$ cat src/rtl/tdc_meas_sequencer.sv
// tdc_meas_sequencer: drives one averaged TDC measurement on the delay-unit chain.
// For each sample it presets the phase-reverse flops (pstb low), launches an edge
// (arm), strobes clk_phase_reverse, lets the chain settle, then counts the ones
// on the thermometer bus. After 2^NAVG_LOG2 samples it presents the mean code
// over a valid/ready handshake.
// Build option: define TDC_BUBBLE_CORR_EN to run a 3-tap majority bubble
// corrector over therm before the popcount. Latency is the same in both builds.
//
// state     | meaning
// ----------+----------------------------------------------------------
// S_IDLE    | waiting for start; outputs quiescent, last code held
// S_PRESET  | pstb low for PSTB_CYC cycles, arm low
// S_WINDOW  | pstb high, arm high for WIN_CYC cycles
// S_REVERSE | single-cycle clk_phase_reverse strobe, arm high
// S_SETTLE  | SETTLE_CYC cycles for the xnor outputs to settle, arm high
// S_SAMPLE  | accumulate popcount(therm); loop to S_PRESET or go to S_DONE
// S_DONE    | code_valid high, code/overflow held until code_ready

module tdc_meas_sequencer #(
  parameter int N_CELLS    = 64,
  parameter int CW         = $clog2(N_CELLS + 1),
  parameter int PSTB_CYC   = 2,
  parameter int WIN_CYC    = 4,
  parameter int SETTLE_CYC = 2,
  parameter int NAVG_LOG2  = 2
) (
  input  logic               clk,
  input  logic               rstb,
  input  logic               start,
  output logic               busy,
  output logic               pstb,
  output logic               arm,
  output logic               clk_phase_reverse,
  input  logic [N_CELLS-1:0] therm,
  output logic [CW-1:0]      code,
  output logic               code_valid,
  input  logic               code_ready,
  output logic               overflow
);

  localparam int AW   = CW + NAVG_LOG2;
  localparam int SW   = (NAVG_LOG2 > 0) ? NAVG_LOG2 : 1;
  localparam int NSMP = 1 << NAVG_LOG2;
  localparam int TW   = 8;

  typedef enum logic [2:0] {
    S_IDLE,
    S_PRESET,
    S_WINDOW,
    S_REVERSE,
    S_SETTLE,
    S_SAMPLE,
    S_DONE
  } state_t;

  state_t              r_state;
  state_t              w_state_nxt;
  logic [TW-1:0]       r_tmr;
  logic [TW-1:0]       w_tmr_nxt;
  logic [SW-1:0]       r_smp;
  logic [AW-1:0]       r_acc;
  logic [AW-1:0]       w_acc_next;
  logic [N_CELLS-1:0]  w_therm_c;
  logic [CW-1:0]       w_ones;
  logic                w_accept;
  logic                w_last_smp;

  function automatic logic [CW-1:0] f_popcount(input logic [N_CELLS-1:0] v);
    logic [CW-1:0] c;
    c = '0;
    for (int i = 0; i < N_CELLS; i++) c = c + CW'(v[i]);
    return c;
  endfunction

`ifdef TDC_BUBBLE_CORR_EN
  logic [N_CELLS+1:0] w_ext;
  assign w_ext = {1'b0, therm, 1'b1};

  // Majority of each bit and its neighbours; the chain input side reads as 1, the far end as 0.
  always_comb begin
    w_therm_c = '0;
    for (int i = 0; i < N_CELLS; i++) begin
      w_therm_c[i] = (w_ext[i] & w_ext[i+1]) | (w_ext[i] & w_ext[i+2]) |
                     (w_ext[i+1] & w_ext[i+2]);
    end
  end
`else
  assign w_therm_c = therm;
`endif

  assign w_ones     = f_popcount(w_therm_c);
  assign w_acc_next = r_acc + AW'(w_ones);
  assign w_accept   = (r_state == S_IDLE) && start;
  assign w_last_smp = (r_smp == SW'(NSMP - 1));

  // State and phase timer register.
  always_ff @(posedge clk or negedge rstb) begin
    if (!rstb) begin
      r_state <= S_IDLE;
      r_tmr   <= '0;
    end else begin
      r_state <= w_state_nxt;
      r_tmr   <= w_tmr_nxt;
    end
  end

  // Next state; the timer is loaded with (length-1) on entry and counts down to 0.
  always_comb begin
    w_state_nxt = r_state;
    w_tmr_nxt   = (r_tmr != '0) ? r_tmr - TW'(1) : r_tmr;
    case (r_state)
      S_IDLE: begin
        if (start) begin
          w_state_nxt = S_PRESET;
          w_tmr_nxt   = TW'(PSTB_CYC - 1);
        end
      end
      S_PRESET: begin
        if (r_tmr == '0) begin
          w_state_nxt = S_WINDOW;
          w_tmr_nxt   = TW'(WIN_CYC - 1);
        end
      end
      S_WINDOW: begin
        if (r_tmr == '0) w_state_nxt = S_REVERSE;
      end
      S_REVERSE: begin
        w_state_nxt = S_SETTLE;
        w_tmr_nxt   = TW'(SETTLE_CYC - 1);
      end
      S_SETTLE: begin
        if (r_tmr == '0) w_state_nxt = S_SAMPLE;
      end
      S_SAMPLE: begin
        if (w_last_smp) begin
          w_state_nxt = S_DONE;
        end else begin
          w_state_nxt = S_PRESET;
          w_tmr_nxt   = TW'(PSTB_CYC - 1);
        end
      end
      S_DONE: begin
        if (code_ready) w_state_nxt = S_IDLE;
      end
      default: w_state_nxt = S_IDLE;
    endcase
  end

  // Registered outputs (decoded from the next state) and the sample datapath.
  always_ff @(posedge clk or negedge rstb) begin
    if (!rstb) begin
      pstb              <= 1'b0;
      arm               <= 1'b0;
      clk_phase_reverse <= 1'b0;
      busy              <= 1'b0;
      code_valid        <= 1'b0;
      code              <= '0;
      overflow          <= 1'b0;
      r_acc             <= '0;
      r_smp             <= '0;
    end else begin
      pstb              <= (w_state_nxt != S_PRESET);
      arm               <= (w_state_nxt == S_WINDOW) || (w_state_nxt == S_REVERSE) ||
                           (w_state_nxt == S_SETTLE) || (w_state_nxt == S_SAMPLE);
      clk_phase_reverse <= (w_state_nxt == S_REVERSE);
      busy              <= (w_state_nxt != S_IDLE);
      code_valid        <= (w_state_nxt == S_DONE);
      if (w_accept) begin
        r_acc    <= '0;
        r_smp    <= '0;
        overflow <= 1'b0;
      end else if (r_state == S_SAMPLE) begin
        r_acc <= w_acc_next;
        if (&w_therm_c) overflow <= 1'b1;
        if (w_last_smp) begin
          code <= CW'(w_acc_next >> NAVG_LOG2);
        end else begin
          r_smp <= r_smp + SW'(1);
        end
      end
    end
  end

endmodule

$ cat config.mk
export PLATFORM = sky130hd
export DESIGN_NAME = tdc_meas_sequencer
export DESIGN_NICKNAME = d
export VERILOG_FILES = /design/src/rtl/tdc_meas_sequencer.sv
export SDC_FILE = /design/constraint.sdc
export NUM_CORES = 1
export LEC_CHECK = 0
export ABC_AREA = 1
export CORE_UTILIZATION = 44
export CTS_CLUSTER_SIZE = 14
export DETAILED_ROUTE_END_ITERATION = 10
export HOLD_SLACK_MARGIN = 0.12
export PLACE_DENSITY = 0.7
export SYNTH_ARGS = -nofsm -noshare
export SYNTH_HDL_FRONTEND = slang
export SYNTH_SLANG_ARGS = --single-unit
$ cat constraint.sdc
create_clock -name clk -period 7 [get_ports clk]
set_input_delay 1.75 -clock clk [delete_from_list [all_inputs] [get_ports clk]]
set_output_delay 1.75 -clock clk [all_outputs]
set_load 0.03 [all_outputs]
==> metrics.md <==
| Metric | Value |
|---|---|
| Status | finished, violations left |
| Failing checks | setup timing |
| WL final | roughly 8200 µm |
| Max frequency | ~140 MHz |
| Setup CP Type | in -> reg |
| Routed vias/inst | between 4 and 5 |
| Post-DRT Antenna Nets | 0 |
| Number of port buffers | 80 |
| Core Footprint | 8340 µm² |
| Root buffer cell | clkbuf_8 |
| Fill cell count | about 800 |
| Share of layout cells above drive strength 1 | 17.7% |
| Vias in the first global route | 2,987 |
| All-layer global routing usage | 19.0% |
| Reg2reg setup slack | roughly 1.6 ns |
| Worst-case reg-to-reg path depth | 17 |
| Sequential area share after synthesis | 22.7% |
| Fin nets | 702 |
| Commonest non-fill, non-tap cell in the layout | nand2_1 |
| Core Rows | 33 |
| Syn Area/Cell | about 8.5 µm² |
| Die Wd | roughly 96 µm |
| Max H-tree Level | 2 |
| CTS tree | yes |
| Clock skew | between 0.008 and 0.009 ns |
| Clock Pin Slew Worst Setup and Hold Paths | about 0.080 ns |
| Slew @ Worst Pin | between 0.4 and 0.5 ns |
| Multi-input logic area | about 2600 µm² |
| Worst slew margin relative to its limit | a little under three quarters |
| Max clock buf depth | 2 |
| Post-layout instance area | a little under 5000 µm² |
| Reg area | 876 µm² |
| Final setup violation count | 7 |
| Area grow syn2layout | 27.1% |
| RSZ-0062 raised after global routing | true |
| Yosys warning total | 0 |
| Tcrit/Tclk final | 101% |
| Initial antenna violation count | 0 |
| Fin. max-slew vios | 0 |
| Routed vias | between 3,000 and 4,000 |
| CP endpoint kind | flip-flop |
| Final hold violation count | 0 |
| Synthesized flop and latch total | 35 |
| Hold Slack | about 0.49 ns |
| Critical path launch point type | input pin |
| WL/cell | between 10 and 15 µm |
| Syn_nets | between 600 and 700 |
| First-pass GRT wire length | 13,300 µm |
| GRT overflow | 0 |
| Hold Path Class | reg -> reg |
| Die Y | 95.6 µm |
| Full die area | just over 9000 µm² |
| Fin crit period | between 7 and 8 ns |
| Routability congestion estimate | slightly below 0.9 |
| Clock sink count | 35 |
| CP max FO | 2 |
| Worst EP arrival | a little over 7 ns |
| Diode count | 0 |
| DRC | 0 |
| Post-synth cell types | 33 |
| Largest net degree at the start of global routing | 36 |
| Placed inst area | 4850 µm² |
| Io pins | 81 |
| Total iterations of the first detailed-routing run | 4 |
| Commonest non-fill, non-tap cells in the layout | nand2_1, inv_1, fa_1 |
| Place WS | -0.821 ns |
| Initial DRC count | between 70 and 80 |
| Max-cap violations | 0 |
| Worst setup margin | -0.0807 ns |
| Total CTS buffers | 5 |
| Initial core utilization | a little under half |
| Post-Syn Area | between 3000 and 4000 µm² |
| Detailed Place HPWL | 7270 µm |
| Hold path depth | 2 |
| Req. time, crit path | 7.19 ns |
| Gate Count Post-Synth | 452 |
| Worst skew pair latency | roughly 0.29 ns |
-- logic make-up after synthesis --
kind of cell | share of synthesized area (%)
AOI/OAI and AO/OA | 4.80
xor gates and xnor gates | 1.36
buffers and inverters | 11.4
and+or+nand+nor | 20.6
DFF | 22.7
adders and majority gates | 39.1
-- per-layer routing --
layer	share of wire [%]	wire length, µm	track usage [%]	vias to the layer above
li1	-	-	-	1544
met2	50	4150	32.4	59
met4	0.49	40	2.61	0
met3	4.5	370	2.95	6
met5	0	0	0	-
met1	45	3680	26.4	1518
-- final timing paths --
path,from,endpoint
max in group asynchronous,rstb,code[0]
min reg2reg,code[6],code[6]
max,therm[3],code[6]
max reg2reg,r_acc[0],code[6]
min,code[6],code[6]
min in group asynchronous,rstb,r_tmr[4]
-- synthesized netlist by cell type (all sizes together) --
master / count / area, µm²
inv: 112 / 423
nand2: 102 / 413
fa: 56 / 1120
nor2: 44 / 211
dfrtp: 35 / 876
ha: 31 / 388
nand3: 20 / 105
o21ai: 16 / 83.8
a21oi: 11 / 55.1
nand4: 5 / 31.3
xnor2: 5 / 43.8
nand3b: 3 / 22.5
buf: 2 / 12.5
a21boi: 1 / 7.51
a21o: 1 / 7.51
a22o: 1 / 8.76
clkinv: 1 / 5.00
nor3: 1 / 5.00
o2111ai: 1 / 8.76
o21a: 1 / 7.51
o22ai: 1 / 6.26
or2: 1 / 6.26
xor2: 1 / 8.76
-- metrics by stage --
| step | cells | util [%] | TNS, ns |
|---|---|---|---|
| 5_1_grt | 653 | 58.8 | -2.43 |
| 3_3_place_gp | 644 | 58.2 | -9.87 |
| 2_1_floorplan | 452 | - | -0.136 |
| 3_5_place_dp | 644 | 58.2 | -10.64 |
| 6_report | 653 | 58.8 | -0.351 |
| 4_1_cts | 652 | 58.4 | -0.365 |
-- registers in the layout, summed over array words and instances (netlist names) --
| name | cells |
|---|---|
| r_acc | 9 |
| r_tmr | 8 |
| code | 7 |
| r_state | 3 |
| r_smp | 2 |
| arm | 1 |
| busy | 1 |
| clk_phase_reverse | 1 |
| code_valid | 1 |
| overflow | 1 |
| pstb | 1 |
-- area by class of cell --
type                    instances  area share (%)
clock buffers                   6            1.68
repair buffers                 90            15.9
multi-input cells             302            52.3
inverters                     113            8.78
well taps                     105            2.68
flip-flops and latches         35            17.9
clock inverters                 2           0.791
-- timing repair --
action	CTS	global route
resized for setup	132	17
setup buffers	0	2
hold buffers	0	0
pin swaps	15	9
cloned	0	0
setup endpoints to repair	15	14
-- critical path, cell delays in order --
cell      delay (ns)
buf_8           0.10
fa_1            0.54
inv_2           0.04
fa_1            0.53
fa_1            0.46
fa_1            0.51
fa_1            0.58
fa_1            0.43
fa_1            0.53
fa_1            0.44
fa_2            0.37
fa_2            0.35
nand3b_1        0.22
nand2_2         0.12
nand2_2         0.06
nand2_1         0.06
nand2_1         0.06
nand3_1         0.07
nand2_1         0.05
Power is not shown: default switching activity piles up to over one toggle a cycle in this logic, so the estimate is an artifact.
